## src/rtl/error_analyzer.sv

```systemverilog
// Receive-side error analyzer: Hamming distance of ref/rx chunk pairs accumulated over a window of WIN chunks.
// Optional ERR_POS_EN adds err_pos, a sticky OR of every flip pattern seen in the window.
module error_analyzer #(
   parameter int N   = 3,
   parameter int WIN = 16,
   parameter int CW  = 16
) (
   input  logic                     clk,
   input  logic                     reset,
   input  logic                     start,
   input  logic [N-1:0]             ref_in,
   input  logic [N-1:0]             rx_in,
   input  logic                     in_valid,
   output logic                     in_ready,
   output logic                     busy,
   output logic                     done,
   output logic [CW-1:0]            err_bits,
   output logic [CW-1:0]            err_chunks,
   output logic [$clog2(N+1)-1:0]   max_err,
   output logic                     sat
`ifdef ERR_POS_EN
   ,
   output logic [N-1:0]             err_pos
`endif
);

   localparam int MW = $clog2(N+1);
   localparam int KW = $clog2(WIN+1);

   localparam logic [1:0] S_IDLE    = 2'd0;
   localparam logic [1:0] S_MEASURE = 2'd1;
   localparam logic [1:0] S_DRAIN   = 2'd2;
   localparam logic [1:0] S_DONE    = 2'd3;

   logic [1:0]    state_q, state_d;
   logic [KW-1:0] cnt_q, cnt_d;
   logic          v1_q, v1_d;
   logic [MW-1:0] pc_q, pc_d, pc_new;
   logic [CW-1:0] bits_q, bits_d;
   logic [CW-1:0] chunks_q, chunks_d;
   logic [MW-1:0] max_q, max_d;
   logic          sat_q, sat_d;
   logic          xfer;
   logic          start_go;
   logic [CW:0]   bits_sum;
   logic [CW:0]   chunks_sum;

   assign in_ready = (state_q == S_MEASURE) && (cnt_q < KW'(WIN));
   assign busy     = (state_q == S_MEASURE) || (state_q == S_DRAIN);
   assign done     = (state_q == S_DONE);
   assign xfer     = in_valid & in_ready;
   assign start_go = start && ((state_q == S_IDLE) || (state_q == S_DONE));

   assign err_bits   = bits_q;
   assign err_chunks = chunks_q;
   assign max_err    = max_q;
   assign sat        = sat_q;

   always_comb begin
      pc_new = '0;
      for (int unsigned i = 0; i < N; i++) begin
         pc_new = pc_new + MW'(ref_in[i] ^ rx_in[i]);
      end
   end

   // One extra bit on each sum exposes the overflow used for saturation.
   assign bits_sum   = {1'b0, bits_q}   + (CW+1)'(pc_q);
   assign chunks_sum = {1'b0, chunks_q} + (CW+1)'(pc_q != '0);

   always_comb begin
      state_d  = state_q;
      cnt_d    = cnt_q;
      v1_d     = xfer;
      pc_d     = xfer ? pc_new : pc_q;
      bits_d   = bits_q;
      chunks_d = chunks_q;
      max_d    = max_q;
      sat_d    = sat_q;

      if (v1_q) begin
         if (bits_sum[CW]) begin
            bits_d = '1;
            sat_d  = 1'b1;
         end else begin
            bits_d = bits_sum[CW-1:0];
         end
         if (chunks_sum[CW]) begin
            chunks_d = '1;
            sat_d    = 1'b1;
         end else begin
            chunks_d = chunks_sum[CW-1:0];
         end
         if (pc_q > max_q) begin
            max_d = pc_q;
         end
      end

      case (state_q)
         S_MEASURE: begin
            if (xfer) begin
               cnt_d = cnt_q + 1'b1;
               if (cnt_q == KW'(WIN-1)) begin
                  state_d = S_DRAIN;
               end
            end
         end
         S_DRAIN: state_d = S_DONE;
         S_DONE:  state_d = S_IDLE;
         default: state_d = S_IDLE;
      endcase

      if (start_go) begin
         state_d  = S_MEASURE;
         cnt_d    = '0;
         v1_d     = 1'b0;
         bits_d   = '0;
         chunks_d = '0;
         max_d    = '0;
         sat_d    = 1'b0;
      end
   end

   always_ff @(posedge clk) begin
      if (!reset) begin
         state_q  <= S_IDLE;
         cnt_q    <= '0;
         v1_q     <= 1'b0;
         pc_q     <= '0;
         bits_q   <= '0;
         chunks_q <= '0;
         max_q    <= '0;
         sat_q    <= 1'b0;
      end else begin
         state_q  <= state_d;
         cnt_q    <= cnt_d;
         v1_q     <= v1_d;
         pc_q     <= pc_d;
         bits_q   <= bits_d;
         chunks_q <= chunks_d;
         max_q    <= max_d;
         sat_q    <= sat_d;
      end
   end

`ifdef ERR_POS_EN
   logic [N-1:0] d_q, d_d;
   logic [N-1:0] pos_q, pos_d;

   always_comb begin
      d_d   = xfer ? (ref_in ^ rx_in) : d_q;
      pos_d = pos_q;
      if (v1_q) begin
         pos_d = pos_q | d_q;
      end
      if (start_go) begin
         pos_d = '0;
      end
   end

   always_ff @(posedge clk) begin
      if (!reset) begin
         d_q   <= '0;
         pos_q <= '0;
      end else begin
         d_q   <= d_d;
         pos_q <= pos_d;
      end
   end

   assign err_pos = pos_q;
`endif

endmodule

```

## config.mk

```make
export PLATFORM = sky130hd
export DESIGN_NAME = error_analyzer
export DESIGN_NICKNAME = d
export VERILOG_FILES = /design/src/rtl/error_analyzer.sv
export SDC_FILE = /design/constraint.sdc
export NUM_CORES = 1
export LEC_CHECK = 0
export CAP_MARGIN = 15
export CORE_MARGIN = 4
export CORE_UTILIZATION = 30
export DETAILED_ROUTE_END_ITERATION = 6
export MAX_ROUTING_LAYER = met4
export PLACE_DENSITY_LB_ADDON = 0.08
export SETUP_SLACK_MARGIN = 0.5
export SLEW_MARGIN = 40
export SYNTH_ARGS = -nofsm -noshare
export SYNTH_HDL_FRONTEND = slang
export SYNTH_SLANG_ARGS = --single-unit
export TNS_END_PERCENT = 10
```

## constraint.sdc

```tcl
create_clock -name clk -period 6.1 [get_ports clk]
set_clock_uncertainty 0.2 [all_clocks]
set_input_delay 1.83 -clock clk [delete_from_list [all_inputs] [get_ports clk]]
set_output_delay 1.83 -clock clk [all_outputs]
set_load 0.05 [all_outputs]
```

==> Yosys cells after proc, flatten, opt, wreduce, memory -nomap -nowiden <==
Cells that the tools add are included.
Widths: inputs -> output; s select.
{ "op_classes": {"add_sub_neg": 5, "order_cmp": 2, "n_eq_ne": 8, "muxes": 8, "bitwise_logic": 5, "reduce_logical": 13} }
{ "ops": {"columns": ["op", "count"], "rows": [
  ["$mux 16", 2],
  ["$add 16x1->17", 1],
  ["$add 16x2->17", 1],
  ["$reduce_and 2->1", 5],
  ["$add 5x1->5 const B", 1],
  ["$eq 5x4->1 const B", 1],
  ["$lt 5x5->1 const B", 1],
  ["$eq 2x2->1 const B", 2],
  ["$mux 2", 2],
  ["$pmux 2 s2", 1],
  ["$reduce_bool 2->1", 2],
  ["$mux 1", 3],
  ["$ne 3x2->1 const B", 1],
  ["$ne 3x3->1 const B", 1],
  ["$xor 1x1->1", 3],
  ["$add 1x1->2", 1],
  ["$add 2x1->2", 1],
  ["$eq 2x1->1 const B", 1],
  ["$gt 2x2->1", 1],
  ["$logic_and 1x1->1", 2],
  ["$logic_not 2->1", 1],
  ["$logic_or 1x1->1", 2],
  ["$ne 2x1->1 const B", 1],
  ["$ne 2x2->1 const B", 1],
  ["3 further kinds", 3]
]} }
{ "totals": {"reg_bits": 45, "inputBits": 10, "word_cells": 50} }

==> Logic depth before layout (Yosys ltp) <==
{ "logic_depth": {"ltp_word": 6, "depth_mapped": 9, "depth_no_buf": 8} }

==> Worst setup path before layout <==
OpenSTA, ideal clock, no wires.
{ "synth_timing": {"path_kind": "register to output", "startpoint": "register state_q[0]", "endpoint": "output port in_ready", "arrival_ns": 1.276, "required_ns": 4.070, "path_slack_ns": 2.794, "path_stages_with_launch": 3, "cell_sequence": "dfxtp_1 > ha_1 > nor2b_1"} }
{ "synth_between": {"elab_chain_len": 2} }
{ "synth_rtl": {"columns": ["element", "line", "rtl"], "rows": [
  ["start: declaration", "35", "logic [1:0] state_q, state_d;"],
  ["start signal: assignment", "134", "state_q <= state_d;"],
  ["$eq 2x1->1", "48", "assign in_ready = (state_q == S_MEASURE) && (cnt_q < KW'(WIN));"],
  ["$logic_and 1x1->1", "48", null],
  ["end: declaration", "14", "output logic in_ready,"]
]} }
Every way passes these cells.

==> Worst setup path in the final report <==
{ "layout_timing": {"startpoint": "register state_q[0]", "endpoint": "output port busy"} }
{ "layout_between": {"elab_chain_len": 2, "elab_cells_between_ends": 3, "classes_between": "2 x eq/ne; 1 x reduce/logical"} }
{ "layout_rtl": {"columns": ["element", "line", "rtl"], "rows": [
  ["$eq 2x1->1 or $eq 2x2->1 (tied branches)", "49", "assign busy = (state_q == S_MEASURE) || (state_q == S_DRAIN);"],
  ["$logic_or 1x1->1 *", "49", null],
  ["end: declaration", "15", "output logic busy,"]
]} }
Mark *: on every way between the ends. The rest lies on a longest branch, timed or not.

==> flow_metrics.tcl <==
set metrics [dict create \
    dieHeight_um 95.44 \
    grt_usage_pct 11.92 \
    grt_antenna_before_repair 0 \
    use_met2_pct 18.89 \
    io_pins 48 \
    cts_root_buf "clkbuf_8" \
    clk_path_buf_depth 2 \
    start_util_pct 31.29 \
    period_needed_ns 3.939 \
    busiest_layer "met2" \
    cap_violations 0 \
    grt_overflow 0 \
    num_antenna_cells 0 \
    power_density_nw_per_um2 230.6 \
    cpMostUsedCell "inv_1" \
    cts-buffers-inserted 5 \
    placementRows 31 \
    synthFlopType "dfxtp_1" \
    rsz0062_at_grt "false" \
    synth_seq_cells 45 \
    yosys_warnings 0 \
    layout.cells.non_filler 391 \
    cts_tree "done" \
    slew_headroom_pct 54.18 \
    status "finished clean" \
    synth.area.top_cells "dfxtp_1, ha_1, a21oi_1" \
    cts_hold_buf 0 \
    netlist_top_cells_count "dfxtp_1, a21oi_1, nand2_1" \
    slew_viol_final 0 \
    worst_slew_pin_slew_ns 0.6853 \
    core_area_um2 7331 \
    synth_edf_count 0 \
    viasPerCell 4.798 \
    cts_num_sinks 45 \
    synth_most_common_cell "dfxtp_1" \
    post_cts.repair.setup_buffers 0 \
    syn_inst 246 \
    layout-drive-gt1-share_pct 7.534 \
    hpwl_um 3508 \
    ir_drop_mv 0.3128 \
    syn_to_final_growth_pct 27.77 \
    antenna_left 0 \
    grt_max_degree 43 \
    drt_iter0_markers 73 \
    synth_area_leader_cell "dfxtp_1" \
    critPathCaptureType "primary output" \
    cts-resized-gates 0 \
    seq_area_frac_synth_pct 39.28 \
    cts.clk_slew.worst_paths_ns 0.09 \
    fmax_mhz 253.8 \
    critical_path.max_stage_delay_ns 0.79 \
    dp_cells 383 \
    synth_area_um2 2293 \
    met1_usage_pct 14.77 \
    final-setup-viol-count 0 \
    hold_class "reg2reg" \
    drt_pre_antenna_iters 4 \
    worstSetupStartpointType "flop" \
    htreeDepth 2 \
    critPathMaxFanout 4 \
    grt_pass1_vias 1793 \
    p_leak_nw 1.051 \
    insertion_delay_ns 0.30 \
    routed_wl_um 4949 \
    ys_types 48 \
    hold_viol_final 0 \
    drc 0 \
    worstPathRequired_ns 4.07 \
    die_w_um 95.44 \
    fp.dieArea_um2 9108 \
    synth_top_area_share_pct 39.28 \
    fill_cells 750 \
    finalCritPeriodShare_pct 64.58 \
    arrival_ns 1.91 \
    gp_congestion 0.7648 \
    path_cells "inv_1 > ha_1 > inv_1 > clkdlybuf4s50_1" \
    vias 1876 \
    slowest_stage "clkdlybuf4s50_1" \
    synth.avg_cell_area_um2 9.323 \
    port_buffers 47 \
    fin_nets 314 \
    syn-num-nets 269 \
    wl_per_cell_um 12.66 \
    grt_pass1_wl_um 8369 \
    synth-async-reset-ratio_pct 0 \
    path_class "reg2out" \
    grt_use_met3_pct 3.157 \
    setup_tns_ns 0 \
]
[per-layer routing]
metal | vias up | wire length [µm]
met5 | - | 0
met4 | 0 | 64
met3 | 7 | 273
met2 | 37 | 2202
met1 | 865 | 2407
li1 | 967 | -
[cell usage in the layout (no fill, tap or decap), types with 2 or more instances in the layout]
master           count
nor2b_1              4
clkinv_2             2
clkdlybuf4s50_1     47
nand4_1              7
nand2_4              2
clkbuf_8             5
and4_1               5
o21ai_0              3
inv_1               14
xor2_1              10
nor3_1               9
nor4b_1              2
dfxtp_1             45
fa_1                 2
nand2_1             18
mux2i_1              6
a31o_2               2
and4b_2              2
a31oi_1              6
nand4_2              2
and3_1               4
ha_1                11
a21oi_1             27
xnor2_1             14
nor2_1              11
nand3_1              8
o211a_1              2
[final timing paths]
check             start  depth (start not counted)   end  slack [ns]
min                 sat                          2   sat        0.26
min reg2reg         sat                          2   sat        0.26
max          state_q[0]                          4  busy        2.16
max reg2reg     pc_q[0]                          7   sat        3.55
[power by group]
part	leakage [nW]	switching, mW	internal (mW)	total (mW)
Combinational	0.644	0.112	0.0601	0.173
Sequential	0.363	0.0154	0.306	0.321
Clock	0.0439	0.103	0.0792	0.182
[worst max-delay path: cells and delay by family (launching register included)]
| kind | cells | cell delay (ns) |
|---|---|---|
| adder cells (fa/ha/maj) | 1 | 0.32 |
| flip-flops | 1 | 0.39 |
| buffers and inverters | 3 | 0.91 |
[cell type report]
| type | count | area (µm²) | share of cell area, % |
|---|---|---|---|
| Inverter | 14 | 52.55 | 1.793 |
| Sequential cell | 45 | 900.9 | 30.74 |
| Tap cell | 99 | 123.9 | 4.227 |
| Multi-Input combinational cell | 178 | 1296 | 44.24 |
| Clock buffer | 5 | 68.82 | 2.348 |
| Timing Repair Buffer | 47 | 470.5 | 16.05 |
| Clock inverter | 3 | 17.52 | 0.5978 |
[sequential cells by signal, summed over array words and instances (netlist names)]
signal	cells
v1_q	1
pc_q	2
err_chunks	16
err_bits	16
max_err	2
state_q	2
cnt_q	5
sat	1
[per-stage QoR]
| stage | hold slack [ns] | setup slack [ns] | cell area, µm² | utilization (%) | power [mW] |
|---|---|---|---|---|---|
| 4_1_cts | 0.2705 | 2.130 | 2930 | 39.97 | 0.6932 |
| 6_report | 0.2634 | 2.161 | 2930 | 39.97 | 0.6757 |
| 3_5_place_dp | 0.2558 | 2.467 | 2844 | 38.80 | 0.5031 |
| 3_3_place_gp | 0.2512 | 2.488 | 2839 | 38.73 | 0.5017 |
| 5_1_grt | 0.3193 | 2.065 | 2930 | 39.97 | 0.7229 |
| 2_1_floorplan | 0.2537 | 2.794 | 2293 | - | 0.4527 |
[kinds of logic (layout without fill, tap and decap cells)]
family / after synthesis / count (layout) / share of synthesized area, %
fa+ha+maj: 13 / 13 / 7.747
mux: 6 / 6 / 2.619
xor+xnor: 24 / 24 / 9.165
compound gates: 47 / 47 / 12.28
simple gates: 88 / 88 / 24.39
buf+inv: 23 / 69 / 4.528
flops: 45 / 45 / 39.28
No activity file was read; power rests on OpenSTA's default activity.
